**src/rtl/dmem_block_responder.sv**
```systemverilog
// Block-granular data memory behind the data cache: serves one block read or
// write per request after a fixed latency, stalling the cache via busywait.
module dmem_block_responder #(
    parameter int ADDR_W  = 6,
    parameter int DATA_W  = 32,
    parameter int LATENCY = 5
) (
    input  logic              clock,
    input  logic              reset,
    input  logic              mem_read,
    input  logic              mem_write,
    input  logic [ADDR_W-1:0] mem_address,
    input  logic [DATA_W-1:0] mem_writedata,
    output logic [DATA_W-1:0] memReaddata,
    output logic              mem_busywait
);

    localparam int DEPTH = 1 << ADDR_W;
    localparam logic [3:0] LAT_M1 = 4'(LATENCY - 1);

    typedef enum logic [1:0] {
        S_IDLE     = 2'd0,
        S_ACCESS   = 2'd1,
        S_COMPLETE = 2'd2
    } state_t;

    state_t            state_q, state_d;
    logic [3:0]        counter_q, counter_d;
    logic              op_wr_q, op_wr_d;
    logic [ADDR_W-1:0] addr_q, addr_d;
    logic [DATA_W-1:0] wdata_q, wdata_d;
    logic [DATA_W-1:0] rdata_q, rdata_d;
    logic [DATA_W-1:0] mem_q [DEPTH];
    logic [DATA_W-1:0] mem_d [DEPTH];

    logic req_valid_s;
    logic busy_s;
    logic access_s;

    // Simultaneous read and write is illegal and never accepted.
    assign req_valid_s = mem_read ^ mem_write;
    assign access_s    = (state_q == S_ACCESS) && (counter_q == 4'd0);

    // State and datapath registers; reset also clears the whole array.
    always_ff @(posedge clock or negedge reset) begin
        if (!reset) begin
            state_q   <= S_IDLE;
            counter_q <= 4'd0;
            op_wr_q   <= 1'b0;
            addr_q    <= '0;
            wdata_q   <= '0;
            rdata_q   <= '0;
            for (int i = 0; i < DEPTH; i++) begin
                mem_q[i] <= '0;
            end
        end else begin
            state_q   <= state_d;
            counter_q <= counter_d;
            op_wr_q   <= op_wr_d;
            addr_q    <= addr_d;
            wdata_q   <= wdata_d;
            rdata_q   <= rdata_d;
            mem_q     <= mem_d;
        end
    end

    // Next-state logic.
    always_comb begin
        state_d = state_q;
        case (state_q)
            S_IDLE: begin
                if (req_valid_s) state_d = S_ACCESS;
                else             state_d = S_IDLE;
            end
            S_ACCESS: begin
                if (counter_q == 4'd0) state_d = S_COMPLETE;
                else                   state_d = S_ACCESS;
            end
            S_COMPLETE: state_d = S_IDLE;
            default:    state_d = S_IDLE;
        endcase
    end

    // Request latching, latency countdown and the single array access.
    always_comb begin
        counter_d = counter_q;
        op_wr_d   = op_wr_q;
        addr_d    = addr_q;
        wdata_d   = wdata_q;
        rdata_d   = rdata_q;
        mem_d     = mem_q;
        if ((state_q == S_IDLE) && req_valid_s) begin
            counter_d = LAT_M1;
            op_wr_d   = mem_write;
            addr_d    = mem_address;
            wdata_d   = mem_writedata;
        end else if ((state_q == S_ACCESS) && (counter_q != 4'd0)) begin
            counter_d = counter_q - 4'd1;
        end else if (access_s) begin
            if (op_wr_q) mem_d[addr_q] = wdata_q;
            else         rdata_d = mem_q[addr_q];
        end else begin
            counter_d = counter_q;
        end
    end

    // Busywait follows the request combinationally in IDLE so the cache stalls at once.
    always_comb begin
        busy_s = 1'b0;
        case (state_q)
            S_IDLE:     busy_s = req_valid_s;
            S_ACCESS:   busy_s = 1'b1;
            S_COMPLETE: busy_s = 1'b0;
            default:    busy_s = 1'b0;
        endcase
    end

    assign mem_busywait = reset & busy_s;
    assign memReaddata  = rdata_q;

endmodule

```
**config.mk**
```make
export PLATFORM = sky130hd
export DESIGN_NAME = dmem_block_responder
export DESIGN_NICKNAME = d
export VERILOG_FILES = /design/src/rtl/dmem_block_responder.sv
export SDC_FILE = /design/constraint.sdc
export NUM_CORES = 2
export LEC_CHECK = 0
export BUFFER_PORTS_ARGS = -buffer_cell sky130_fd_sc_hd__buf_2
export CORE_UTILIZATION = 55
export DETAILED_ROUTE_END_ITERATION = 7
export PLACE_DENSITY = 0.71
export SETUP_SLACK_MARGIN = 0.15
export SLEW_MARGIN = 20
export SYNTH_ARGS = -nofsm -noshare
export SYNTH_HDL_FRONTEND = slang
export SYNTH_SLANG_ARGS = --single-unit
```
**constraint.sdc**
```tcl
create_clock -name clock -period 4.9 [get_ports clock]
set_input_delay 0.735 -clock clock [delete_from_list [all_inputs] [get_ports clock]]
set_output_delay 0.735 -clock clock [all_outputs]
set_load 0.02 [all_outputs]
```
==> flow_metrics.py <==
metrics = {
    "outcome": {
        "status": "completed",
    },
    "clock_network": {
        "clock_path_buffers": 3,
        "cts_num_sinks": 2125,
        "cts_tree": "yes",
        "clk_pin_slew_worst_paths_ns": 0.06,
        "htreeDepth": 4,
        "cts_root_buffer": "clkbuf_16",
        "cts_buffers": 216,
        "clk_latency_ns": 0.87,
        "post-cts-setup-buffers": 0,
    },
    "global_route": {
        "antenna_found_initial": 12,
        "use_met1": 0.477,
        "grt_pass1_vias": 63570,
        "overflow": 0,
        "use_met2": 0.514,
        "top_usage_layer": "met2",
        "grt_use_total": 0.346,
        "gr-usage-met3": 0.0974,
        "grt_max_degree": 173,
        "grt_pass1_wl_um": 445000,
    },
    "timing": {
        "tns_ns": 0,
        "fin_ws_ns": 0.783,
        "fin_crit_sh": 0.840,
        "slew_violations": 0,
        "fin_skew_ns": 0.0338,
        "max-slew-margin-rel": 0.172,
        "min_period_ns": 4.12,
        "hold-worst-slack_ns": 0.0520,
        "setup_viol": 0,
        "max_freq_mhz": 243,
        "hold_viol": 0,
        "rsz0062_at_grt": "false",
        "worstMarginPinSlew_ns": 1.24,
    },
    "detailed_routing": {
        "dr_total_vias": 61580,
        "viasPerCell": 6.78,
        "dr.pass1.iters": 6,
        "wl_per_cell_um": 33.0,
        "drt_iter0_drc": 6839,
        "wirelength_um": 300000,
        "ant_nets": 0,
        "drc_errors": 0,
    },
    "synth": {
        "avgSynthCellArea_um2": 14.3,
        "synthAdderAreaFrac": 0.000130,
        "syn_inst": 6714,
        "async_flop_share": 1.00,
        "synth_top_family_by_area": "multiplexers",
        "yosys.area_share.simple": 0.0231,
        "synth_flop_cell": "dfrtp_1",
        "yosysSeqAreaShare": 0.553,
        "synth_compound_gate_area_share": 0.0609,
        "yosysWarnings": 0,
        "syn_area_um2": 96200,
        "synth_nets": 6757,
        "synth_edf_count": 0,
        "synthMuxAreaShare": 0.325,
        "synth_xor_area_frac": 0.000364,
        "ys_types": 70,
        "ys_ff_latch": 2125,
    },
    "pwr": {
        "seq_power_share": 0.380,
        "p_comb_frac": 0.306,
        "p_switching_mw": 20.1,
        "clockPowerShare": 0.314,
        "cellPowerDensity_nw_per_um2": 502,
        "ir_drop_mv": 0.699,
        "leakagePower_nw": 51.2,
        "p_int_mw": 33.4,
        "p_sw_frac": 0.376,
    },
    "setup_path": {
        "required_ns": 5.65,
        "path_max_fanout": 39,
        "arrival_ns": 4.87,
        "cp-end-kind": "register",
        "crit_type": "reg -> reg",
        "cp-start-kind": "register",
    },
    "layout": {
        "regArea_um2": 53200,
        "area_growth_pct": 10.7,
        "multi_input_area_um2": 39900,
        "fill_cells": 13138,
        "layout_common_cells": "2090 x dfrtp_1, 1883 x mux2_2, 288 x mux2i_1",
        "layout-drive-gt1-share": 0.432,
        "final_common_cell": "dfrtp_1",
        "nets": 6620,
    },
    "floorplanning": {
        "row_count": 153,
        "io_pins": 75,
        "floorplan.initialDensity": 0.553,
        "dieArea_um2": 177000,
        "die_h_um": 420,
        "die_w_um": 420,
        "coreArea_um2": 174000,
    },
    "place": {
        "dp.final_hpwl_um": 179000,
        "post-place-ws_ns": 0.793,
        "place_congestion": 0.882,
        "port_buffers": 74,
    },
    "job": {
        "cap_violations": 0,
    },
    "worst_hold_path": {
        "hold_path.class": "in -> reg",
    },
}
## routing by layer
metal	up-vias	part of all wire
li1	24541	-
met1	33136	0.40
met4	10	0.047
met5	-	0.00019
met3	805	0.10
met2	3088	0.45
## kinds of logic after synthesis
group | Yosys count
AND/OR/NAND/NOR | 492
flip-flops | 2125
AO/OA/AOI/OAI | 791
XOR/XNOR | 4
multiplexers | 2597
buffers and inverters | 704
adder cells (fa/ha/maj) | 1
## final timing paths
path / from / end / slack, ns / cells past startpoint
hold / removal: mem_address[4] / addr_q[4] / 0.05 / 3
setup / recovery: addr_q[0] / memReaddata[26] / 0.78 / 7
setup reg to reg: addr_q[0] / memReaddata[26] / 0.78 / 7
min in group asynchronous: reset / mem_q[123] / 0.45 / 2
max in group asynchronous: reset / mem_q[1895] / 2.80 / 4
hold reg to reg: wdata_q[5] / wdata_q[5] / 0.48 / 2
## critical path, stage by stage (launching register included)
cell,delay (ns)
dfrtp_4,1.00
nand2b_2,0.79
buf_4,0.33
o22a_1,0.16
o21ai_0,0.08
a22oi_1,0.77
o221ai_1,0.40
o32a_1,0.44
## power groups by stage
| stage | Clock [mW] | Combinational [mW] | Sequential (mW) |
|---|---|---|---|
| global placement | 0 | 15.6 | 20.5 |
| finish | 16.8 | 16.4 | 20.3 |
| global route | 17.6 | 16.8 | 20.5 |
| CTS | 16.9 | 15.9 | 20.3 |
| floorplan | 0 | 9.41 | 19.9 |
| detailed placement | 0 | 15.8 | 20.6 |
## synth_stat cells (all sizes together) (3+ instances only)
library cell,count,area [um2]
dfrtp,2125,53200
mux2,2099,23600
buf,373,2390
clkbuf,326,1220
mux2i,288,2880
a221oi,258,2260
nor2,213,895
mux4,210,4730
nand2,177,709
o21ai,108,541
a22oi,103,773
o22ai,78,488
a21oi,76,380
nand3,38,190
a31oi,29,181
o22a,22,193
o32a,20,200
a221o,16,160
a22o,14,123
o211ai,14,105
o221ai,10,87.6
a211oi,9,67.6
nand4,9,56.3
and2,8,50.1
and3,8,50.1
nor2b,8,50.1
nor3,7,35.0
o2111ai,7,61.3
a311oi,6,52.6
inv,5,18.8
nand2b,4,25.0
o21a,4,30.0
and3b,3,26.3
nand3b,3,22.5
nor3b,3,27.5
or2,3,18.8
## flip-flops by register name, indices dropped and copies added (netlist names)
signal / cells
mem_q: 2048
memReaddata: 32
wdata_q: 32
addr_q: 6
counter_q: 4
state_q: 2
op_wr_q: 1
## per-stage QoR
step	total power, mW	util	instances	cell area (um2)
2_1_floorplan	29.4	-	6714	96200
3_3_place_gp	36.1	0.570	8682	99200
3_5_place_dp	36.4	0.571	8683	99200
4_1_cts	53.0	0.612	9079	106000
5_1_grt	54.8	0.612	9079	106000
6_report	53.5	0.612	9085	106000
## timing repair
action,in CTS,in global routing
hold endpoints to repair,40,0
hold buffers,1,0
resized for setup,0,0
## final cells by class
class                   count  share of cell area
inverters                   5            0.000247
repair buffers            344              0.0298
well taps                2325              0.0273
flip-flops and latches   2125               0.500
clock inverters            70             0.00725
diodes                      6            0.000141
clock buffers             325              0.0605
multi-input cells        3885               0.375
Power figures use the tool's default switching activity.
